## src/rtl/diad_trace_buffer.sv

```systemverilog
// diad_trace_buffer: on-chip trace capture for the diad pipeline.
// Each qualified capture cycle stores {tick, probe words} into a circular RAM.
// Supports trigger-with-post-count (wrap) and one-shot (stop when full) modes,
// plus a random-access read port indexed relative to the oldest entry.
module diad_trace_buffer #(
    parameter int DATA_W  = 24,
    parameter int NCH     = 7,
    parameter int DEPTH   = 16,
    parameter int TICK_W  = 16,
    parameter int TRIG_CH = 0
) (
    input  logic                              iw_clk,
    input  logic                              iw_rst_n,
    input  logic [NCH*DATA_W-1:0]             iw_probe,
    input  logic                              iw_cap_en,
    input  logic                              iw_arm,
    input  logic                              iw_abort,
    input  logic                              iw_mode,
    input  logic                              iw_trig,
    input  logic                              iw_match_en,
    input  logic [DATA_W-1:0]                 iw_trig_val,
    input  logic [$clog2(DEPTH):0]            iw_post_cnt,
    input  logic                              iw_rd_en,
    input  logic [$clog2(DEPTH)-1:0]          iw_rd_idx,
    output logic                              ow_rd_valid,
    output logic [TICK_W+NCH*DATA_W-1:0]      ow_rd_data,
    output logic                              ow_rd_err,
    output logic [1:0]                        ow_state,
    output logic [$clog2(DEPTH):0]            ow_count,
    output logic [$clog2(DEPTH)-1:0]          ow_trig_idx,
    output logic                              ow_done
);

    localparam int AW = $clog2(DEPTH);
    localparam int CW = AW + 1;
    localparam int RW = TICK_W + NCH * DATA_W;
    localparam logic [CW-1:0] DEPTH_C   = CW'(DEPTH);
    localparam logic [CW-1:0] DEPTH_M1  = CW'(DEPTH - 1);

    typedef enum logic [1:0] {
        IDLE  = 2'd0,
        ARMED = 2'd1,
        POST  = 2'd2,
        DONE  = 2'd3
    } state_t;

    state_t              state;
    logic [TICK_W-1:0]   tick;
    logic [AW-1:0]       wr_ptr;
    logic [CW-1:0]       count;
    logic [CW-1:0]       post;
    logic [AW-1:0]       trig_slot;
    logic [RW-1:0]       mem [DEPTH];

    logic                capturing;
    logic                wr_en;
    logic                trig_hit;
    logic                will_fill;
    logic [AW-1:0]       oldest;
    logic [AW-1:0]       rd_addr;
    logic [RW-1:0]       wr_data;

    // A write happens only while capturing; abort stops capture in its own cycle.
    assign capturing = (state == ARMED) || (state == POST);
    assign wr_en     = capturing && iw_cap_en && !iw_abort;
    assign trig_hit  = iw_trig ||
                       (iw_match_en && (iw_probe[TRIG_CH*DATA_W +: DATA_W] == iw_trig_val));
    assign will_fill = (count == DEPTH_M1);
    assign oldest    = (count == DEPTH_C) ? wr_ptr : '0;
    assign rd_addr   = oldest + iw_rd_idx;
    assign wr_data   = {tick, iw_probe};

    assign ow_state    = state;
    assign ow_count    = count;
    assign ow_done     = (state == DONE);
    assign ow_trig_idx = trig_slot - oldest;

    // Capture control FSM with tick, write pointer, fill count and post counter.
    // NOTE: all sequential state uses non-blocking assignments so every register
    // samples pre-edge values regardless of statement order.
    always_ff @(posedge iw_clk or negedge iw_rst_n) begin
        if (!iw_rst_n) begin
            state     <= IDLE;
            tick      <= '0;
            wr_ptr    <= '0;
            count     <= '0;
            post      <= '0;
            trig_slot <= '0;
        end else begin
            tick <= tick + TICK_W'(1);
            if (wr_en) begin
                wr_ptr <= wr_ptr + AW'(1);
                if (count != DEPTH_C) count <= count + CW'(1);
            end
            if (iw_abort) begin
                state <= IDLE;
            end else begin
                case (state)
                    IDLE, DONE: begin
                        if (iw_arm) begin
                            state  <= ARMED;
                            wr_ptr <= '0;
                            count  <= '0;
                        end
                    end
                    ARMED: begin
                        if (iw_cap_en) begin
                            if (trig_hit) begin
                                trig_slot <= wr_ptr;
                                if (iw_post_cnt == '0 || (iw_mode && will_fill)) begin
                                    state <= DONE;
                                end else begin
                                    post  <= iw_post_cnt;
                                    state <= POST;
                                end
                            end else if (iw_mode && will_fill) begin
                                state <= DONE;
                            end
                        end
                    end
                    POST: begin
                        if (iw_cap_en) begin
                            post <= post - CW'(1);
                            if (post == CW'(1) || (iw_mode && will_fill)) state <= DONE;
                        end
                    end
                    default: state <= IDLE;
                endcase
            end
        end
    end

    // Trace RAM write port.
    // NOTE: the RAM has no reset so it maps onto block memory; contents stay
    // readable across abort and are simply garbage after power-up.
    always_ff @(posedge iw_clk) begin
        if (wr_en) mem[wr_ptr] <= wr_data;
    end

    // Registered read port: range check against count, write-first bypass.
    always_ff @(posedge iw_clk or negedge iw_rst_n) begin
        if (!iw_rst_n) begin
            ow_rd_valid <= 1'b0;
            ow_rd_err   <= 1'b0;
            ow_rd_data  <= '0;
        end else begin
            ow_rd_valid <= iw_rd_en;
            if (iw_rd_en) begin
                if ({1'b0, iw_rd_idx} >= count) begin
                    ow_rd_err  <= 1'b1;
                    ow_rd_data <= '0;
                end else begin
                    ow_rd_err  <= 1'b0;
                    ow_rd_data <= (wr_en && (rd_addr == wr_ptr)) ? wr_data : mem[rd_addr];
                end
            end else begin
                ow_rd_err <= 1'b0;
            end
        end
    end

endmodule

```

## config.mk

```make
export PLATFORM = sky130hd
export DESIGN_NAME = diad_trace_buffer
export DESIGN_NICKNAME = d
export VERILOG_FILES = /design/src/rtl/diad_trace_buffer.sv
export SDC_FILE = /design/constraint.sdc
export NUM_CORES = 2
export LEC_CHECK = 0
export CAP_MARGIN = 25
export CELL_PAD_IN_SITES_DETAIL_PLACEMENT = 2
export CELL_PAD_IN_SITES_GLOBAL_PLACEMENT = 2
export CORE_MARGIN = 2
export CORE_UTILIZATION = 49
export DETAILED_ROUTE_END_ITERATION = 8
export PLACE_DENSITY = 0.84
export SLEW_MARGIN = 10
export SYNTH_ARGS = -nofsm -noshare
export SYNTH_HDL_FRONTEND = slang
export SYNTH_SLANG_ARGS = --single-unit
```

## constraint.sdc

```tcl
create_clock -name iw_clk -period 20.9 [get_ports iw_clk]
set_clock_uncertainty 0.1 [all_clocks]
set_input_delay 4.18 -clock iw_clk [delete_from_list [all_inputs] [get_ports iw_clk]]
set_output_delay 4.18 -clock iw_clk [all_outputs]
set_load 0.1 [all_outputs]
```

# After elaboration in Yosys (flattened, before gate mapping)

Memories as Yosys holds them, arrays and structs flattened.
Index checks and enable logic that the tools add are counted.

Register bits after elaboration: 222
RAM bits: 2,944
Bits of input ports: 210
Output and inout bits: 198
Word-level logic and storage cells: 83
Memories: 1

Memories:

| memory | words | width | rd ports | clocked after Yosys merged registers in | wr ports | RTL line | source |
|---|---|---|---|---|---|---|---|
| mem    | 16    | 184   | 1        | 0                                       | 1        | 53       | `logic [RW-1:0] mem [DEPTH];` |

$add $sub $neg: 6
Order comparisons: 1
Eq/ne operators: 18
Muxes and demuxes: 30
Bitwise logic cells: 1
Reductions and logical operators: 17

Operator list:

| kind                                              | number |
|---|---|
| two-way mux 184 bit                               | 2 |
| two-way mux 5 bit                                 | 9 |
| == test 24 bit                                    | 1 |
| two-way mux 4 bit                                 | 5 |
| adder 16 x 1 -> 16 bit (second input constant)    | 1 |
| two-way mux 2 bit                                 | 7 |
| one-hot mux 5 bit (2 select lines)                | 1 |
| != test 3 bit (second input constant)             | 3 |
| != test 2 bit (second input constant)             | 4 |
| one-hot mux 2 bit (3 select lines)                | 1 |
| AND reduction 6 bit                               | 1 |
| adder 5 x 1 -> 5 bit (second input constant)      | 1 |
| == test 5 x 1 -> 1 bit (second input constant)    | 1 |
| == test 5 x 4 -> 1 bit (second input constant)    | 1 |
| == test 5 bit (second input constant)             | 1 |
| greater-or-equal comparator 4 x 5 -> 1 bit        | 1 |
| logical AND 1 bit                                 | 5 |
| logical NOT 5 bit                                 | 1 |
| two-way mux 1 bit                                 | 5 |
| != test 5 bit (second input constant)             | 1 |
| AND reduction 5 bit                               | 1 |
| subtractor 5 x 1 -> 5 bit (second input constant) | 1 |
| adder 4 x 1 -> 4 bit (second input constant)      | 1 |
| adder 4 bit                                       | 1 |
| 13 further kinds                                  | 17 |

# Depth between registers and ports, before layout

Depth after elaboration: 8
Mapped depth: 17

# Least setup slack after synthesis

Ideal clock, no wire load.

Path kind: in2reg
Start point: input iw_abort
End point: memory mem[0][0] in the netlist's numbering (enable)
Library setup time: 0.953 ns
Data arrival time: 17.422 ns
Required time: 19.847 ns
Slack: 2.425 ns
Cell stages on the path: 5
Path buffers: 1
Cell sequence: nand2b_1 > nor2_1 > clkbuf_1 > nand2_1 > nor3_1

Cells in the longest elaborated chain, start to end: 4

RTL lines:

| item                                    | RTL line | source |
|---|---|---|
| start: declaration                      | 17       | `input logic iw_abort,` |
| logical NOT 1 bit                       | 65       | `assign wr_en = capturing && iw_cap_en && !iw_abort;` |
| logical AND 1 bit                       | 65       |  |
| two-way mux 1 bit                       | 137      | `if (wr_en) mem[wr_ptr] <= wr_data;` |
| two-way mux 1 bit (not written as such) | 137      |  |
| end: declaration                        | 53       |  |

No other way between the ends.

# Worst setup path in the final report

Start point: input iw_rd_idx[1]
End point: register ow_rd_data[83]

Cells in the longest elaborated chain, start to end: 5
Elaborated cells on any way between the ends: 7
Those cells by class: 1 x add/sub; 1 x order compare; 1 x eq/ne; 2 x mux; 1 x reduce/logical; 1 x memory

RTL lines:

| item                                                                               | RTL line | source |
|---|---|---|
| start: declaration                                                                 | 24       | `input logic [$clog2(DEPTH)-1:0] iw_rd_idx,` |
| parallel branches: the longest is 4 deep, another holds memory read (16 x 184 bit) | n/a      |  |
| two-way mux 184 bit (*)                                                            | 149      | `if ({1'b0, iw_rd_idx} >= count) begin` |
| end signal: assignment                                                             | 154      | `ow_rd_data <= (wr_en && (rd_addr == wr_ptr)) ? wr_data : mem[rd_addr];` |
| end: declaration                                                                   | 26       | `output logic [TICK_W+NCH*DATA_W-1:0] ow_rd_data,` |

Every way passes the cells marked *.
A chain may end at the register's enable or synchronous reset.

==> flow_metrics.tcl <==
set metrics [dict create \
    grt_antenna_before_repair 36 \
    globalplace.congestion 0.744 \
    routed_wl_microns 417000 \
    gr-total-overflow 0 \
    syn_avg_cell_area_sq_um 21.7 \
    r2r_cells 18 \
    synth-seq-cells 3166 \
    crit_start "iw_rd_idx[1]" \
    cts_tree "yes" \
    maxCapViolCount 0 \
    synthArstFlopShare 0.0701 \
    synth_area_sq_um 122000 \
    syn-num-nets 5856 \
    rsz0062_at_grt "no" \
    final_antenna_net_count 0 \
    final_layout_size_suffix_gt1_frac 0.221 \
    die_h_microns 503 \
    path_class "in -> reg" \
    p_leak_nw 46.0 \
    drt_iter0_drc 7656 \
    grt_max_degree 146 \
    critPathArrivalTime_ns 10.47 \
    yosysTopAreaCellShare 0.725 \
    cts_resized 0 \
    worstMarginPinSlew_ns 1.17 \
    yosys.cell_count.top_type "edfxtp_1" \
    yosysTopAreaCell "edfxtp_1" \
    vdd_drop_max_v 0.000115 \
    io_buffers 407 \
    cts-root-buf "clkbuf_16" \
    power_density_nw_per_um2 117 \
    worstPathRequired_ns 21.60 \
    period_needed_ns 9.77 \
    synthCells 5621 \
    vias 65200 \
    clkSinkCount 3166 \
    hold_viol_final 0 \
    fillCellCount 20100 \
    hold_buffers 0 \
    cp-end-kind "flop" \
    clk_latency_ns 0.96 \
    r2r_end "ow_rd_data[83]$_DFFE_PN0P_" \
    h-tree-depth 5 \
    hpwl_microns 210000 \
    grt_pass1_vias 72000 \
    start_util 0.491 \
    hold_path.class "reg -> reg" \
    yosysSeqAreaShare 0.771 \
    nets 6404 \
    clockBufferDepth 4 \
    synth-edff-count 2944 \
    die_x_microns 503 \
    path_clk_slew_ns 0.06 \
    fin_crit_sh 0.468 \
    final_max_slew_viol_count 0 \
    dpl_cell_area_sq_um 130000 \
    postLayoutCellArea_sq_um 142000 \
    regToRegStartpoint "ow_count[1]$_DFF_PN0_" \
    max_freq_mhz 102 \
    setup_viol 0 \
    synth_flop_cell "edfxtp_1" \
    final_util 0.572 \
    numCtsBuffers 341 \
    ys_types 50 \
    die-area_sq_um 253000 \
    rows 183 \
    synth_area_leaders "edfxtp_1 73%, mux4_2 14%, dfrtp_1 4.6%" \
    fin_tns_setup_ns 0 \
    worstSetupStartpointType "input port" \
    grt_pass1_wl_microns 586000 \
    yosysWarnings 0 \
    first_pass_iters 6 \
    worst-path-max-fanout 48 \
    viasPerCell 6.66 \
    postCtsSetupRepairBufs 0 \
    relSlewSlack 0.223 \
    r2r_slack_ns 13.19 \
    avgRoutedWirePerCell_microns 42.6 \
    boundaryPins 408 \
    area_delta_synth_final_pct 16.3 \
    status "completed" \
    critPathCapture "ow_rd_data[83]$_DFFE_PN0P_" \
    ys_top_cells_by_count "2944 x edfxtp_1, 736 x mux4_2, 380 x nand3_1" \
    grt.total_usage 0.332 \
    core_sq_um 248000 \
    drc 0 \
]
==> where the power goes <==
| group | internal (W) | switching, W |
|---|---|---|
| clock | 0.00359 | 0.00266 |
| combinational | 0.00103 | 0.00202 |
| sequential | 0.00713 | 0.000182 |
| total | 0.0117 | 0.00486 |
==> metal layers <==
layer  global-route usage  vias up  routed length, microns
met5                    0        -                     177
met4                0.132       28                   17100
met3               0.0545      878                   29200
met2                0.575     3581                  216000
met1                0.420    35900                  154000
li1                     -    24800                       -
==> placed cells by master, fill, tap and decap left out, types with 12 or more instances in the layout <==
cell type | synthesis | layout
a221o_1 | 184 | 184
buf_12 | 0 | 19
buf_16 | 0 | 24
buf_4 | 6 | 108
bufinv_16 | 0 | 34
clkbuf_1 | 271 | 69
clkbuf_16 | 0 | 347
clkbuf_8 | 0 | 34
clkdlybuf4s50_1 | 0 | 401
clkinv_1 | 0 | 42
clkinv_2 | 0 | 54
clkinvlp_4 | 0 | 16
dfrtp_1 | 222 | 222
diode_2 | 0 | 23
edfxtp_1 | 2944 | 2944
ha_1 | 23 | 22
inv_1 | 24 | 24
mux2i_1 | 186 | 186
mux4_2 | 736 | 736
nand2_1 | 33 | 33
nand3_1 | 380 | 380
nor2_1 | 37 | 24
nor2_4 | 1 | 14
nor2b_1 | 186 | 186
o211ai_1 | 184 | 184
o21ai_0 | 12 | 12
xnor2_1 | 30 | 29
xor2_1 | 20 | 20
==> state kept, by name, indices dropped and copies added (netlist names) <==
name and count:
ow_count 5, wr_ptr 4, mem 2944, ow_state 2, post 5, trig_slot 4
tick 16, ow_rd_data 184, ow_rd_valid 1, ow_rd_err 1
==> cell type report <==
cell class                 count  area, sq um  share of cell area
antenna                       23         57.6            0.000406
clock buffer                 449         9400              0.0663
clock inverter               163         1740              0.0123
inverter                      25         93.8            0.000662
multi-input combinational   2078        26400               0.186
sequential                  3166        94000               0.663
tap                         3330         4170              0.0294
timing repair buffer         557         5930              0.0418
==> how the worst min path moves through the flow <==
stage,end,startpoint,cells after the start
global placement,post[1]$_DFFE_PN0P_,post[1]$_DFFE_PN0P_,2
finish,trig_slot[3]$_DFFE_PN0P_,trig_slot[3]$_DFFE_PN0P_,1
detailed placement,trig_slot[3]$_DFFE_PN0P_,trig_slot[3]$_DFFE_PN0P_,1
global route,trig_slot[3]$_DFFE_PN0P_,trig_slot[3]$_DFFE_PN0P_,1
floorplan,post[1]$_DFFE_PN0P_,post[1]$_DFFE_PN0P_,2
CTS,trig_slot[3]$_DFFE_PN0P_,trig_slot[3]$_DFFE_PN0P_,1
==> cells by family after synthesis <==
family | Yosys count | synth area share
fa+ha+maj | 25 | 0.00269
simple gates | 676 | 0.0296
compound gates | 403 | 0.0283
mux | 924 | 0.151
xor+xnor | 50 | 0.00359
flops | 3166 | 0.771
buf+inv | 377 | 0.0134
==> critical path: stages <==
cell             delay [ns]
clkdlybuf4s50_1        0.50
ha_1                   0.35
a21o_1                 0.18
a21oi_1                0.17
a21boi_0               0.43
or2_4                  0.46
buf_4                  0.74
buf_4                  0.80
buf_4                  0.83
buf_4                  0.75
mux2i_1                0.36
o211ai_1               0.16
a221o_1                0.36
==> metrics by stage <==
step,total power [W],std cells,setup WS [ns],hold slack [ns]
floorplan,0.00942,5621,2.42,0.365
global placement,0.0102,9127,10.24,0.391
detailed placement,0.0104,9144,10.04,0.440
CTS,0.0167,9756,10.87,0.454
global route,0.0170,9782,10.99,0.482
finish,0.0166,9791,11.13,0.457
Note: power is estimated with default switching activity, not from simulation.
